==> src/rtl/fetch_next_pc.sv <==
// Instruction-fetch stage beside the PC register: fetches the word at pc_atual,
// hands it to decode, and drives the next PC, waiting for the PC register to
// reflect it before issuing the following fetch.
module fetch_next_pc #(
  parameter logic [31:0] RESET_PC = 32'h0000_0000,
  parameter int unsigned PC_STEP  = 4
) (
  input  logic        clock,
  input  logic        reset,
  input  logic [31:0] pc_atual,
  input  logic        branch_taken,
  input  logic [31:0] branch_target,
  output logic        imem_req,
  output logic [31:0] imem_addr,
  input  logic        imem_ready,
  input  logic [31:0] imem_rdata,
  output logic        instr_valid,
  output logic [31:0] instrucao,
  output logic [31:0] instr_pc,
  input  logic        instr_ready,
  output logic [31:0] prox_instrucao,
  output logic        pc_update
);

  localparam int unsigned XLEN = 32;

  typedef enum logic [1:0] {
    S_IDLE   = 2'd0,
    S_REQ    = 2'd1,
    S_HOLD   = 2'd2,
    S_WAITPC = 2'd3
  } state_t;

  state_t          state_q, state_d;
  logic            imem_req_q, imem_req_d;
  logic [XLEN-1:0] imem_addr_q, imem_addr_d;
  logic            instr_valid_q, instr_valid_d;
  logic [XLEN-1:0] instrucao_q, instrucao_d;
  logic [XLEN-1:0] instr_pc_q, instr_pc_d;
  logic [XLEN-1:0] prox_q, prox_d;
  logic            pc_update_q, pc_update_d;
  logic            redirect_pend_q, redirect_pend_d;
  logic [XLEN-1:0] redirect_tgt_q, redirect_tgt_d;

  logic [XLEN-1:0] branch_tgt_c;
  logic [XLEN-1:0] seq_pc_c;
  logic [XLEN-1:0] req_tgt_c;

  // Word-aligned redirect, sequential successor (wraps mod 2^32), and the
  // redirect used when a fetch completes: a same-cycle pulse is the newest.
  assign branch_tgt_c = branch_target & 32'hFFFF_FFFC;
  assign seq_pc_c     = instr_pc_q + XLEN'(PC_STEP);
  assign req_tgt_c    = branch_taken ? branch_tgt_c : redirect_tgt_q;

  // State register.
  always_ff @(posedge clock) begin
    if (reset) begin
      state_q <= S_IDLE;
    end else begin
      state_q <= state_d;
    end
  end

  // Next-state logic; a redirect in S_WAITPC defers the PC compare a cycle.
  always_comb begin
    state_d = state_q;
    case (state_q)
      S_IDLE:   state_d = S_REQ;
      S_REQ:    if (imem_ready) begin
                  state_d = (redirect_pend_q || branch_taken) ? S_WAITPC : S_HOLD;
                end
      S_HOLD:   if (instr_ready || branch_taken) state_d = S_WAITPC;
      S_WAITPC: if (!branch_taken && (pc_atual == prox_q)) state_d = S_REQ;
      default:  state_d = S_IDLE;
    endcase
  end

  // Next values of the registered outputs and redirect bookkeeping.
  always_comb begin
    imem_req_d      = imem_req_q;
    imem_addr_d     = imem_addr_q;
    instr_valid_d   = instr_valid_q;
    instrucao_d     = instrucao_q;
    instr_pc_d      = instr_pc_q;
    prox_d          = prox_q;
    pc_update_d     = 1'b0;
    redirect_pend_d = redirect_pend_q;
    redirect_tgt_d  = redirect_tgt_q;
    case (state_q)
      S_IDLE: begin
        imem_addr_d = pc_atual;
        imem_req_d  = 1'b1;
      end
      S_REQ: begin
        if (imem_ready) begin
          imem_req_d  = 1'b0;
          instrucao_d = imem_rdata;
          instr_pc_d  = imem_addr_q;
          if (redirect_pend_q || branch_taken) begin
            prox_d          = req_tgt_c;
            pc_update_d     = 1'b1;
            redirect_pend_d = 1'b0;
          end else begin
            instr_valid_d = 1'b1;
          end
        end else if (branch_taken) begin
          redirect_pend_d = 1'b1;
          redirect_tgt_d  = branch_tgt_c;
        end
      end
      S_HOLD: begin
        if (instr_ready || branch_taken) begin
          instr_valid_d = 1'b0;
          pc_update_d   = 1'b1;
          prox_d        = branch_taken ? branch_tgt_c : seq_pc_c;
        end
      end
      S_WAITPC: begin
        if (branch_taken) begin
          prox_d      = branch_tgt_c;
          pc_update_d = 1'b1;
        end else if (pc_atual == prox_q) begin
          imem_addr_d = pc_atual;
          imem_req_d  = 1'b1;
        end
      end
      default: begin
      end
    endcase
  end

  // Datapath registers; reset abandons any in-flight fetch.
  always_ff @(posedge clock) begin
    if (reset) begin
      imem_req_q      <= 1'b0;
      imem_addr_q     <= '0;
      instr_valid_q   <= 1'b0;
      instrucao_q     <= '0;
      instr_pc_q      <= '0;
      prox_q          <= RESET_PC;
      pc_update_q     <= 1'b0;
      redirect_pend_q <= 1'b0;
      redirect_tgt_q  <= '0;
    end else begin
      imem_req_q      <= imem_req_d;
      imem_addr_q     <= imem_addr_d;
      instr_valid_q   <= instr_valid_d;
      instrucao_q     <= instrucao_d;
      instr_pc_q      <= instr_pc_d;
      prox_q          <= prox_d;
      pc_update_q     <= pc_update_d;
      redirect_pend_q <= redirect_pend_d;
      redirect_tgt_q  <= redirect_tgt_d;
    end
  end

  assign imem_req       = imem_req_q;
  assign imem_addr      = imem_addr_q;
  assign instr_valid    = instr_valid_q;
  assign instrucao      = instrucao_q;
  assign instr_pc       = instr_pc_q;
  assign prox_instrucao = prox_q;
  assign pc_update      = pc_update_q;

endmodule

==> config.mk <==
export PLATFORM = sky130hd
export DESIGN_NAME = fetch_next_pc
export DESIGN_NICKNAME = d
export VERILOG_FILES = /design/src/rtl/fetch_next_pc.sv
export SDC_FILE = /design/constraint.sdc
export NUM_CORES = 1
export LEC_CHECK = 0
export CAP_MARGIN = 20
export CORE_MARGIN = 1
export CORE_UTILIZATION = 51
export DETAILED_ROUTE_END_ITERATION = 8
export PLACE_DENSITY = 0.92
export SLEW_MARGIN = 10
export SYNTH_ARGS = -nofsm -noshare
export SYNTH_HDL_FRONTEND = slang
export SYNTH_SLANG_ARGS = --single-unit
==> constraint.sdc <==
create_clock -name clock -period 6.1 [get_ports clock]
set_clock_uncertainty 0.05 [all_clocks]
set_input_delay 0.915 -clock clock [delete_from_list [all_inputs] [get_ports clock]]
set_output_delay 0.915 -clock clock [all_outputs]
set_load 0.01 [all_outputs]
==> metrics <==
area share of the largest cell type after synthesis=43.6%; post-cts hold buffer count=0; # diodes=0; Peak VDD IR=266 uV; routed length per instance=18.2 microns; fill cell count=1097; Final Hold Vio Count=0; 1st-iter DRT viols=758; remaining antenna violation count=0; Setup WS pre-CTS=1.88 ns; Syn Std Cell Area=7620 sq um; clock power share=25.6%; Die Y=124 microns; largest cells by area after synthesis=dfxtp_1 (44%), nand2_1 (11%), a21oi_1 (7.8%), xnor2_1 (4.9%), mux2i_1 (4.7%); Post-Syn Area per Cell=8.14 sq um; syn_nets=1043; CP arrival=4.10 ns; area delta synth->final=37.3%; global-route wire length before repair=37.7 mm; vias per std cell=5.82; Worst Path Max Fanout=36; worst path cell trace=clkdlybuf4s50_1 > nand2b_2 > o22ai_2 > nor3_2 > buf_4 > nor2_1 > a311oi_1; CTS tree=yes; register area share after synthesis=43.6%; status=finished clean; share of layout cells above drive strength 1=5.56%; CTS Buf Count=17; Post-CTS Setup Inserts=0; drt total wl=24.0 mm; top post-synthesis cells by count=nand2_1 (215), dfxtp_1 (166), a21oi_1 (118); MaxCap Viol Count=0; CP Capture Type=flip-flop; period utilization=62.8%; ys flop type=dfxtp_1; fin crit period=3.83 ns; DRC violation count after routing=0; GR Overflow Total=0; # clock sinks=166; Die Area=15400 sq um; # setup viols final=0; Die W=124 microns; total track usage=30.5%; Max Root-Sink Buffers=2; worst-margin pin slew=1.06 ns; Post-Syn Instances=936; Max Slew Vio Count=0; largest net degree at the start of global routing=102; DRT Pass-1 Iters=5; GP Congestion=0.869; slowest CP cell=clkdlybuf4s50_1; initial antenna violation count=0; Initial Util=52.4%; Final HPWL DP=16.2 mm; vias in the first global route=7240; asr flop ratio synth=0%; Slew headroom=29.0%; H-tree lvl count=4; Net Switching=1.39 mW; Final WS setup=2.27 ns; Crit Path Category=input pin to flip-flop; Leak=3.62 nW; Post-synth EDFFs=0; setup TNS=0 ns; max frequency=261 MHz; worst skew pair latency=0.42 ns; Site Rows=44; Core Region=14500 sq um; Max stage delay on crit path=1.11 ns; nets=1229; count leader, synth=nand2_1; Ports=232; warnings from Yosys=0; switching part of the total=35.3%; I/O Buffers=229; worst hold path class=flip-flop to flip-flop; RSZ-0062 raised after global routing=false; Comb pwr share=37.2%; WP data required=6.38 ns; DR vias=7671; Startpoint Class=input pin; Worst-path clk slew=0.06 ns; Synth cell types=52; internal power=2.54 mW; synthesis-stage register bit count=166; area leader, netlist=dfxtp_1; Root Buffer=clkbuf_16; sequential group share of total power=37.2%; Resize count post-CTS=0; Power Dens Cells=375 nW/um^2
-- metal layers --
metal,wire (microns),vias up,track usage [%]
li1,-,3567,-
met1,9470,3638,37.0
met2,11500,381,49.3
met3,1960,85,7.41
met4,1040,0,17.1
met5,0,-,0
-- layout make-up --
cell class / instances / area, sq um / area share [%]
well taps: 184 / 230 / 2.20
clock buffers: 21 / 460 / 4.40
clock inverters: 9 / 80.1 / 0.766
repair buffers: 237 / 2350 / 22.5
inverters: 14 / 52.6 / 0.503
flip-flops and latches: 166 / 3320 / 31.8
multi-input cells: 686 / 3960 / 37.9
-- final timing paths --
| path | endpoint | cells after the start | from | slack [ns] |
|---|---|---|---|---|
| max | prox_instrucao[29] | 7 | branch_taken | 2.27 |
| max reg2reg | prox_instrucao[29] | 9 | state_q[0] | 2.87 |
| min | instrucao[0] | 2 | instrucao[0] | 0.40 |
| min reg2reg | instrucao[0] | 2 | instrucao[0] | 0.40 |
-- sequential cells by signal, summed over array words and instances, names as in the netlist --
| register | count |
|---|---|
| redirect_tgt_q | 32 |
| instr_pc | 32 |
| instrucao | 32 |
| imem_addr | 32 |
| instr_valid | 1 |
| redirect_pend_q | 1 |
| imem_req | 1 |
| state_q | 2 |
| pc_update | 1 |
| prox_instrucao | 32 |
-- layout by cell type, fill, tap and decap left out, drive strengths merged, types with 2 or more instances in the layout --
cell type,synthesis,layout
nor3b,25,25
xnor2,43,43
clkdlybuf4s50,0,228
clkinv,0,4
a211oi,17,17
a311oi,3,3
a21oi,118,118
nor2b,2,2
nand3,13,13
nor2,75,75
nor4,10,10
and3,9,9
buf,18,9
nand4,19,19
nand2,215,215
nor3,23,23
nand2b,4,4
dfxtp,166,166
a221oi,15,15
mux2i,36,36
or2,6,6
clkbuf,52,21
a31oi,4,4
clkinvlp,0,4
and2,3,3
ha,6,6
a2111oi,4,4
and4,4,4
inv,14,14
o21ai,9,9
xor2,11,11
o31ai,2,2
-- power groups by stage --
stage | Sequential [mW] | Combinational [mW] | Clock, mW
floorplan | 1.53 | 0.732 | 0
global placement | 1.46 | 1.40 | 0
detailed placement | 1.47 | 1.43 | 0
CTS | 1.46 | 1.45 | 1.01
global route | 1.49 | 1.56 | 1.06
finish | 1.46 | 1.46 | 1.00
-- critical path: cells and delay by family --
kind,cells,cell delay (ns)
buf+inv,2,1.59
simple gates,3,1.15
compound gates,2,0.42
-- kinds of logic (layout without fill, tap and decap cells) --
family	count (synthesis)	after routing	share of synthesized area [%]
AOI/OAI and AO/OA	180	180	14.2
xor gates and xnor gates	54	54	6.21
adders and majority gates	6	6	0.986
buffers and inverters	84	281	4.70
DFF	166	166	43.6
muxes	36	36	4.73
and+or+nand+nor	410	410	25.5
-- per-stage QoR --
stage	area, sq um	util, %	cells	hold WS, ns	power [mW]
CTS	10500	71.9	1317	0.401	3.92
detailed placement	9910	68.2	1287	0.393	2.91
floorplan	7620	-	936	0.382	2.26
global placement	9910	68.2	1287	0.387	2.86
finish	10500	71.9	1317	0.403	3.92
global route	10500	71.9	1317	0.411	4.11
No activity file was read; power rests on OpenSTA's default activity.
